<file path="src/rtl/seven_seg_scan_driver_if.sv">
// Display-side bundle for the scan driver: datapath inputs plus anode/segment pins and scan status.
interface seven_seg_scan_driver_if #(
  parameter int NUM_DIGITS = 4
);
  localparam int IW = (NUM_DIGITS > 1) ? $clog2(NUM_DIGITS) : 1;

  logic                    en;
  logic [4*NUM_DIGITS-1:0] digits;
  logic [NUM_DIGITS-1:0]   dp;
  logic [NUM_DIGITS-1:0]   blank;
  logic                    lz_blank;
  logic [2:0]              brightness;
  logic [NUM_DIGITS-1:0]   an;
  logic [6:0]              seg;
  logic                    dp_n;
  logic [IW-1:0]           digit_idx;
  logic                    frame_tick;

  modport master (
    output en, digits, dp, blank, lz_blank, brightness,
    input  an, seg, dp_n, digit_idx, frame_tick
  );

  modport slave (
    input  en, digits, dp, blank, lz_blank, brightness,
    output an, seg, dp_n, digit_idx, frame_tick
  );
endinterface

</file>
<file path="src/rtl/seven_seg_scan_driver.sv">
// Time-multiplexed N-digit common-anode 7-segment driver: prescaler, digit scan, hex decode,
// per-digit and leading-zero blanking, PWM brightness, frame-synchronous input shadowing.
module seven_seg_scan_driver #(
  parameter int NUM_DIGITS  = 4,
  parameter int REFRESH_DIV = 100000
) (
  input logic                     clk,
  input logic                     rst,
  seven_seg_scan_driver_if.slave  bus
);
  localparam int PW   = $clog2(REFRESH_DIV);
  localparam int IW   = $clog2(NUM_DIGITS);
  localparam int SLOT = REFRESH_DIV / 8;

  logic [PW-1:0]           pre;
  logic [IW-1:0]           idx;
  logic                    load_pending;
  logic [4*NUM_DIGITS-1:0] sh_digits;
  logic [NUM_DIGITS-1:0]   sh_dp;
  logic [NUM_DIGITS-1:0]   sh_blank;
  logic                    sh_lz;
  logic [2:0]              sh_bright;

  logic [NUM_DIGITS-1:0]   an_q;
  logic [6:0]              seg_q;
  logic                    dp_n_q;
  logic                    frame_tick_q;

  logic                    wrap, last, frame_end, load;
  logic [3:0]              nib;
  logic                    lz_hit, blanked, lit;
  logic [31:0]             on_lim;
  logic [NUM_DIGITS-1:0]   an_next;
  logic [6:0]              seg_next;
  logic                    dp_n_next;

  function automatic logic [6:0] hex7(input logic [3:0] n);
    logic [6:0] s;
    case (n)
      4'h0: s = 7'h40;
      4'h1: s = 7'h79;
      4'h2: s = 7'h24;
      4'h3: s = 7'h30;
      4'h4: s = 7'h19;
      4'h5: s = 7'h12;
      4'h6: s = 7'h02;
      4'h7: s = 7'h78;
      4'h8: s = 7'h00;
      4'h9: s = 7'h10;
      4'hA: s = 7'h08;
      4'hB: s = 7'h03;
      4'hC: s = 7'h46;
      4'hD: s = 7'h21;
      4'hE: s = 7'h06;
      default: s = 7'h0E;
    endcase
    return s;
  endfunction

  always_comb begin
    wrap      = (pre == PW'(REFRESH_DIV - 1));
    last      = (idx == IW'(NUM_DIGITS - 1));
    frame_end = bus.en && wrap && last;
    load      = bus.en && (load_pending || frame_end);

    nib = sh_digits[{idx, 2'b00} +: 4];
    // Leading zero: this nibble and everything above it is zero; digit 0 always shows.
    lz_hit  = sh_lz && (idx != '0) && ~|(sh_digits >> {idx, 2'b00});
    blanked = sh_blank[idx] || lz_hit;

    on_lim = (32'(sh_bright) + 32'd1) * 32'(SLOT);
    lit    = bus.en && (32'(pre) < on_lim) && !blanked;

    an_next   = '1;
    seg_next  = 7'h7F;
    dp_n_next = 1'b1;
    if (lit) begin
      an_next[idx] = 1'b0;
      seg_next     = hex7(nib);
      dp_n_next    = ~sh_dp[idx];
    end
  end

  always_ff @(posedge clk) begin
    if (rst) begin
      pre          <= '0;
      idx          <= '0;
      load_pending <= 1'b1;
      sh_digits    <= '0;
      sh_dp        <= '0;
      sh_blank     <= '0;
      sh_lz        <= 1'b0;
      sh_bright    <= '0;
      an_q         <= '1;
      seg_q        <= 7'h7F;
      dp_n_q       <= 1'b1;
      frame_tick_q <= 1'b0;
    end else begin
      if (bus.en) begin
        pre <= wrap ? '0 : pre + PW'(1);
        if (wrap) idx <= last ? '0 : idx + IW'(1);
      end
      if (load) begin
        sh_digits    <= bus.digits;
        sh_dp        <= bus.dp;
        sh_blank     <= bus.blank;
        sh_lz        <= bus.lz_blank;
        sh_bright    <= bus.brightness;
        load_pending <= 1'b0;
      end
      an_q         <= an_next;
      seg_q        <= seg_next;
      dp_n_q       <= dp_n_next;
      frame_tick_q <= frame_end;
    end
  end

  assign bus.an         = an_q;
  assign bus.seg        = seg_q;
  assign bus.dp_n       = dp_n_q;
  assign bus.digit_idx  = idx;
  assign bus.frame_tick = frame_tick_q;
endmodule
</file>
<file path="src/flat_wrapper.sv">
// flat-port wrapper written by rule: the top's interface ports become plain ports
module seven_seg_scan_driver_flat 
#(
  parameter int NUM_DIGITS  = 4,
  parameter int REFRESH_DIV = 100000
)
  (clk, rst, bus_en, bus_digits, bus_dp, bus_blank, bus_lz_blank, bus_brightness, bus_an, bus_seg, bus_dp_n, bus_digit_idx, bus_frame_tick);
  seven_seg_scan_driver_if #(.NUM_DIGITS(NUM_DIGITS)) bus_i ();
  input logic clk;
  input logic rst;
  input wire logic [$bits(bus_i.en)-1:0] bus_en;
  input wire logic [$bits(bus_i.digits)-1:0] bus_digits;
  input wire logic [$bits(bus_i.dp)-1:0] bus_dp;
  input wire logic [$bits(bus_i.blank)-1:0] bus_blank;
  input wire logic [$bits(bus_i.lz_blank)-1:0] bus_lz_blank;
  input wire logic [$bits(bus_i.brightness)-1:0] bus_brightness;
  output wire logic [$bits(bus_i.an)-1:0] bus_an;
  output wire logic [$bits(bus_i.seg)-1:0] bus_seg;
  output wire logic [$bits(bus_i.dp_n)-1:0] bus_dp_n;
  output wire logic [$bits(bus_i.digit_idx)-1:0] bus_digit_idx;
  output wire logic [$bits(bus_i.frame_tick)-1:0] bus_frame_tick;
  assign bus_i.en = bus_en;
  assign bus_i.digits = bus_digits;
  assign bus_i.dp = bus_dp;
  assign bus_i.blank = bus_blank;
  assign bus_i.lz_blank = bus_lz_blank;
  assign bus_i.brightness = bus_brightness;
  assign bus_an = bus_i.an;
  assign bus_seg = bus_i.seg;
  assign bus_dp_n = bus_i.dp_n;
  assign bus_digit_idx = bus_i.digit_idx;
  assign bus_frame_tick = bus_i.frame_tick;
  seven_seg_scan_driver #(.NUM_DIGITS(NUM_DIGITS), .REFRESH_DIV(REFRESH_DIV)) u_core (.clk(clk), .rst(rst), .bus(bus_i));
endmodule
</file>
<file path="config.mk">
export PLATFORM = sky130hd
export DESIGN_NAME = seven_seg_scan_driver_flat
export DESIGN_NICKNAME = d
export VERILOG_FILES = /design/src/rtl/seven_seg_scan_driver_if.sv /design/src/rtl/seven_seg_scan_driver.sv /design/src/flat_wrapper.sv
export SDC_FILE = /design/constraint.sdc
export NUM_CORES = 1
export LEC_CHECK = 0
export ABC_AREA = 1
export ABC_CLOCK_PERIOD_IN_PS = 3810
export CORE_MARGIN = 2
export CORE_UTILIZATION = 50
export DETAILED_ROUTE_END_ITERATION = 7
export PLACE_DENSITY = 0.84
export SETUP_SLACK_MARGIN = 0.5
export SYNTH_ARGS = -nofsm -noshare
export SYNTH_HDL_FRONTEND = slang
export SYNTH_SLANG_ARGS = --single-unit
</file>
<file path="constraint.sdc">
create_clock -name clk -period 3.81 [get_ports clk]
set_input_delay 0.762 -clock clk [delete_from_list [all_inputs] [get_ports clk]]
set_output_delay 0.762 -clock clk [all_outputs]
set_load 0.05 [all_outputs]
</file>
==> results.cfg <==
[status]
status = completed

[drt]
antenna_left = 0
vias_per_cell = 5.13
avgRoutedWirePerCell_um = 13.1
wirelength_mm = 10.3
routed-via-count = 4043
first_pass_iters = 4
drt_iter0_markers = 189
drc_errors = 0

[critical_path]
critPathKind = reg -> reg
startpoint = u_core.sh_bright[1]$_SDFFE_PP0P_
r2r_cells = 23
worstReg2RegStart = u_core.sh_bright[1]$_SDFFE_PP0P_
r2r_slack_ns = 0.29
cp.arrival_ns = 3.74
critPathCapture = u_core.bus.seg[5]$_SDFF_PP1_
required_ns = 4.04
cp-start-kind = register
cp-end-kind = register
cp_max_fo = 6
r2r_end = u_core.bus.seg[5]$_SDFF_PP1_

[clocking]
cts_tree = built
cts_buffer_depth = 2
clock_sinks = 61
htreeDepth = 3
cts_buffers = 9
path_clk_slew_ns = 0.07
clockRootBuffer = clkbuf_8
clk_latency_ns = 0.34
postCtsHoldBufs = 0

[synth]
yosysMostFrequentCell = nand2_1
synthFlopType = dfxtp_1
synth_area_per_cell_um2 = 6.49
synth_edf_count = 0
synth_seq_cells = 61
async_flop_share_pct = 0
ys_top_cells_by_area = dfxtp_1 30%, nand2_1 16%, ha_1 13%, nor2_1 9.6%, inv_1 8.1%
synth_area_um2 = 4070
synthDistinctLibCells = 34
synth_cells = 627
synth_seq_area_share_pct = 30.0
synth_area_leader_cell = dfxtp_1
yosys_warnings = 0
synth_common_cells = 178 x nand2_1, 104 x nor2_1, 88 x inv_1
syn_nets = 702
yosysTopAreaCellShare_pct = 30.0

[timing]
worstMarginPinSlew_ns = 0.537
setup_violations = 0
fin_crit_sh_pct = 92.3
tns_ns = 0
period_needed_ns = 3.52
rsz0062_at_grt = true
max_freq_mhz = 284
hold_viol = 0
slew_headroom_pct = 64.1
worst_clock_skew_ns = 0.00926
drv_slew = 0

[run]
drv_cap = 0

[die]
start_util_pct = 52.1
die_h_um = 94.2
die_w_um = 94.2
core-area_um2 = 7810
io_pins = 46
die_area_um2 = 8880
num_rows = 32

[global_route]
gr-total-overflow = 0
grt_pass1_wl_mm = 16.6
track_usage_pct = 23.5
grt_start_max_net_pins = 47
antenna_found_initial = 0
grt_pass1_vias = 3871

[layout]
drive_gt1_share_pct = 12.5
nFillCells = 672
final_core_util_pct = 66.7
antennaDiodeCount = 0
final_nets = 757
syn_to_final_growth_pct = 28.1

[pwr]
peakVddDrop_v = 0.000252
power.density_nw_per_um2 = 346
leakage_uw = 0.00241

[worst_hold_path]
min_path_type = reg -> reg

[placed_design]
routabilityCongestion = 0.897
hpwl_mm = 6.92
port_buffers = 45
[per-layer routing]
| layer | track usage [%] | share of wire (%) | vias to the layer above |
|---|---|---|---|
| li1 | - | - | 2067 |
| met2 | 40.7 | 49 | 130 |
| met5 | 0 | 0 | - |
| met1 | 28.6 | 43 | 1814 |
| met4 | 9.18 | 2.9 | 0 |
| met3 | 4.49 | 5.4 | 32 |
[state kept, by name, summed over array words and instances, names as in the netlist]
| register | cells |
|---|---|
| u_core.bus.an | 4 |
| u_core.sh_digits | 16 |
| u_core.bus.dp_n | 1 |
| u_core.sh_bright | 3 |
| u_core.bus.frame_tick | 1 |
| u_core.bus.seg | 7 |
| u_core.pre | 17 |
| u_core.sh_blank | 4 |
| u_core.load_pending | 1 |
| u_core.sh_dp | 4 |
| u_core.sh_lz | 1 |
| u_core.bus.digit_idx | 2 |
[cells in the final DEF, fill, tap and decap left out, types with 2 or more instances in the layout]
master and instances:
nand3_2 8, buf_4 17, dfxtp_4 3, nand2_2 8
clkdlybuf4s50_1 45, nand2_1 169, nand2_4 3, nor3_2 2
nand3_1 30, a21oi_2 3, xnor2_1 4, inv_1 83
o21ai_0 15, xor2_1 8, dfxtp_1 58, nand4_1 10
a21oi_1 15, inv_2 5, nor4_1 2, nor2_1 103
ha_4 12, ha_1 30, nor3b_1 4, nor3_1 15
clkbuf_8 12
[power by group]
group          internal, µW  switching (µW)
registers               673            25.5
logic                   208             258
clock network           392             246
[metrics by stage]
step	total power [µW]	hold WS (ns)	instances	area, µm²	worst slack [ns]
floorplan	1010	0.449	627	4220	0.457
global placement	1100	0.458	759	4720	0.333
detailed placement	1120	0.471	759	4720	0.187
CTS	1780	0.488	786	5110	0.460
global route	1900	0.510	788	5210	0.144
finish	1800	0.491	788	5210	0.294
[kinds of logic after synthesis]
family	after synthesis	share of synthesized area, %
AO/OA/AOI/OAI	42	5.75
XOR/XNOR	13	2.80
adder cells (fa/ha/maj)	44	13.7
buffers and inverters	111	11.5
flip-flops	61	30.0
AND/OR/NAND/NOR	356	36.2
[worst max-delay path, cell delays in order (launching register included)]
cell	delay [ns]
dfxtp_4	0.37
ha_4	0.18
xnor2_4	0.20
inv_2	0.10
ha_4	0.29
ha_4	0.20
ha_4	0.30
nand3_2	0.08
nand3_2	0.07
nand2_2	0.08
nand2_4	0.09
a31oi_4	0.09
xor2_1	0.18
ha_1	0.33
nand2_2	0.08
inv_1	0.05
nand2_1	0.09
nand2_2	0.07
a21oi_2	0.11
nand2_1	0.06
nand2_1	0.07
nand2_2	0.10
nand2_4	0.12
nand3_1	0.08
[worst min path at each step]
stage	startpoint	to	cells after the start
after detailed placement	u_core.sh_blank[3]$_SDFFE_PP0P_	u_core.sh_blank[3]$_SDFFE_PP0P_	2
after global placement	u_core.sh_dp[0]$_SDFFE_PP0P_	u_core.sh_dp[0]$_SDFFE_PP0P_	2
after floorplan	u_core.sh_blank[0]$_SDFFE_PP0P_	u_core.sh_blank[0]$_SDFFE_PP0P_	2
after CTS	u_core.sh_blank[1]$_SDFFE_PP0P_	u_core.sh_blank[1]$_SDFFE_PP0P_	2
final	u_core.sh_digits[12]$_SDFFE_PP0P_	u_core.sh_digits[12]$_SDFFE_PP0P_	2
after global routing	u_core.sh_blank[0]$_SDFFE_PP0P_	u_core.sh_blank[0]$_SDFFE_PP0P_	2
[layout make-up]
| class | instances | area [µm²] | share of cell area (%) |
|---|---|---|---|
| inverters | 91 | 349 | 6.70 |
| clock inverters | 2 | 37.5 | 0.720 |
| clock buffers | 13 | 190 | 3.65 |
| repair buffers | 63 | 598 | 11.5 |
| flip-flops and latches | 61 | 1230 | 23.6 |
| well taps | 102 | 128 | 2.45 |
| multi-input cells | 456 | 2680 | 51.4 |
[repair_timing]
action,CTS,global route
gates resized for setup,14,18
pin swaps,12,9
buffers inserted,11,2
setup endpoints to repair,12,12
endpoints found under the hold margin,0,0
gates cloned,1,0
Power figures use the tool's default switching activity.
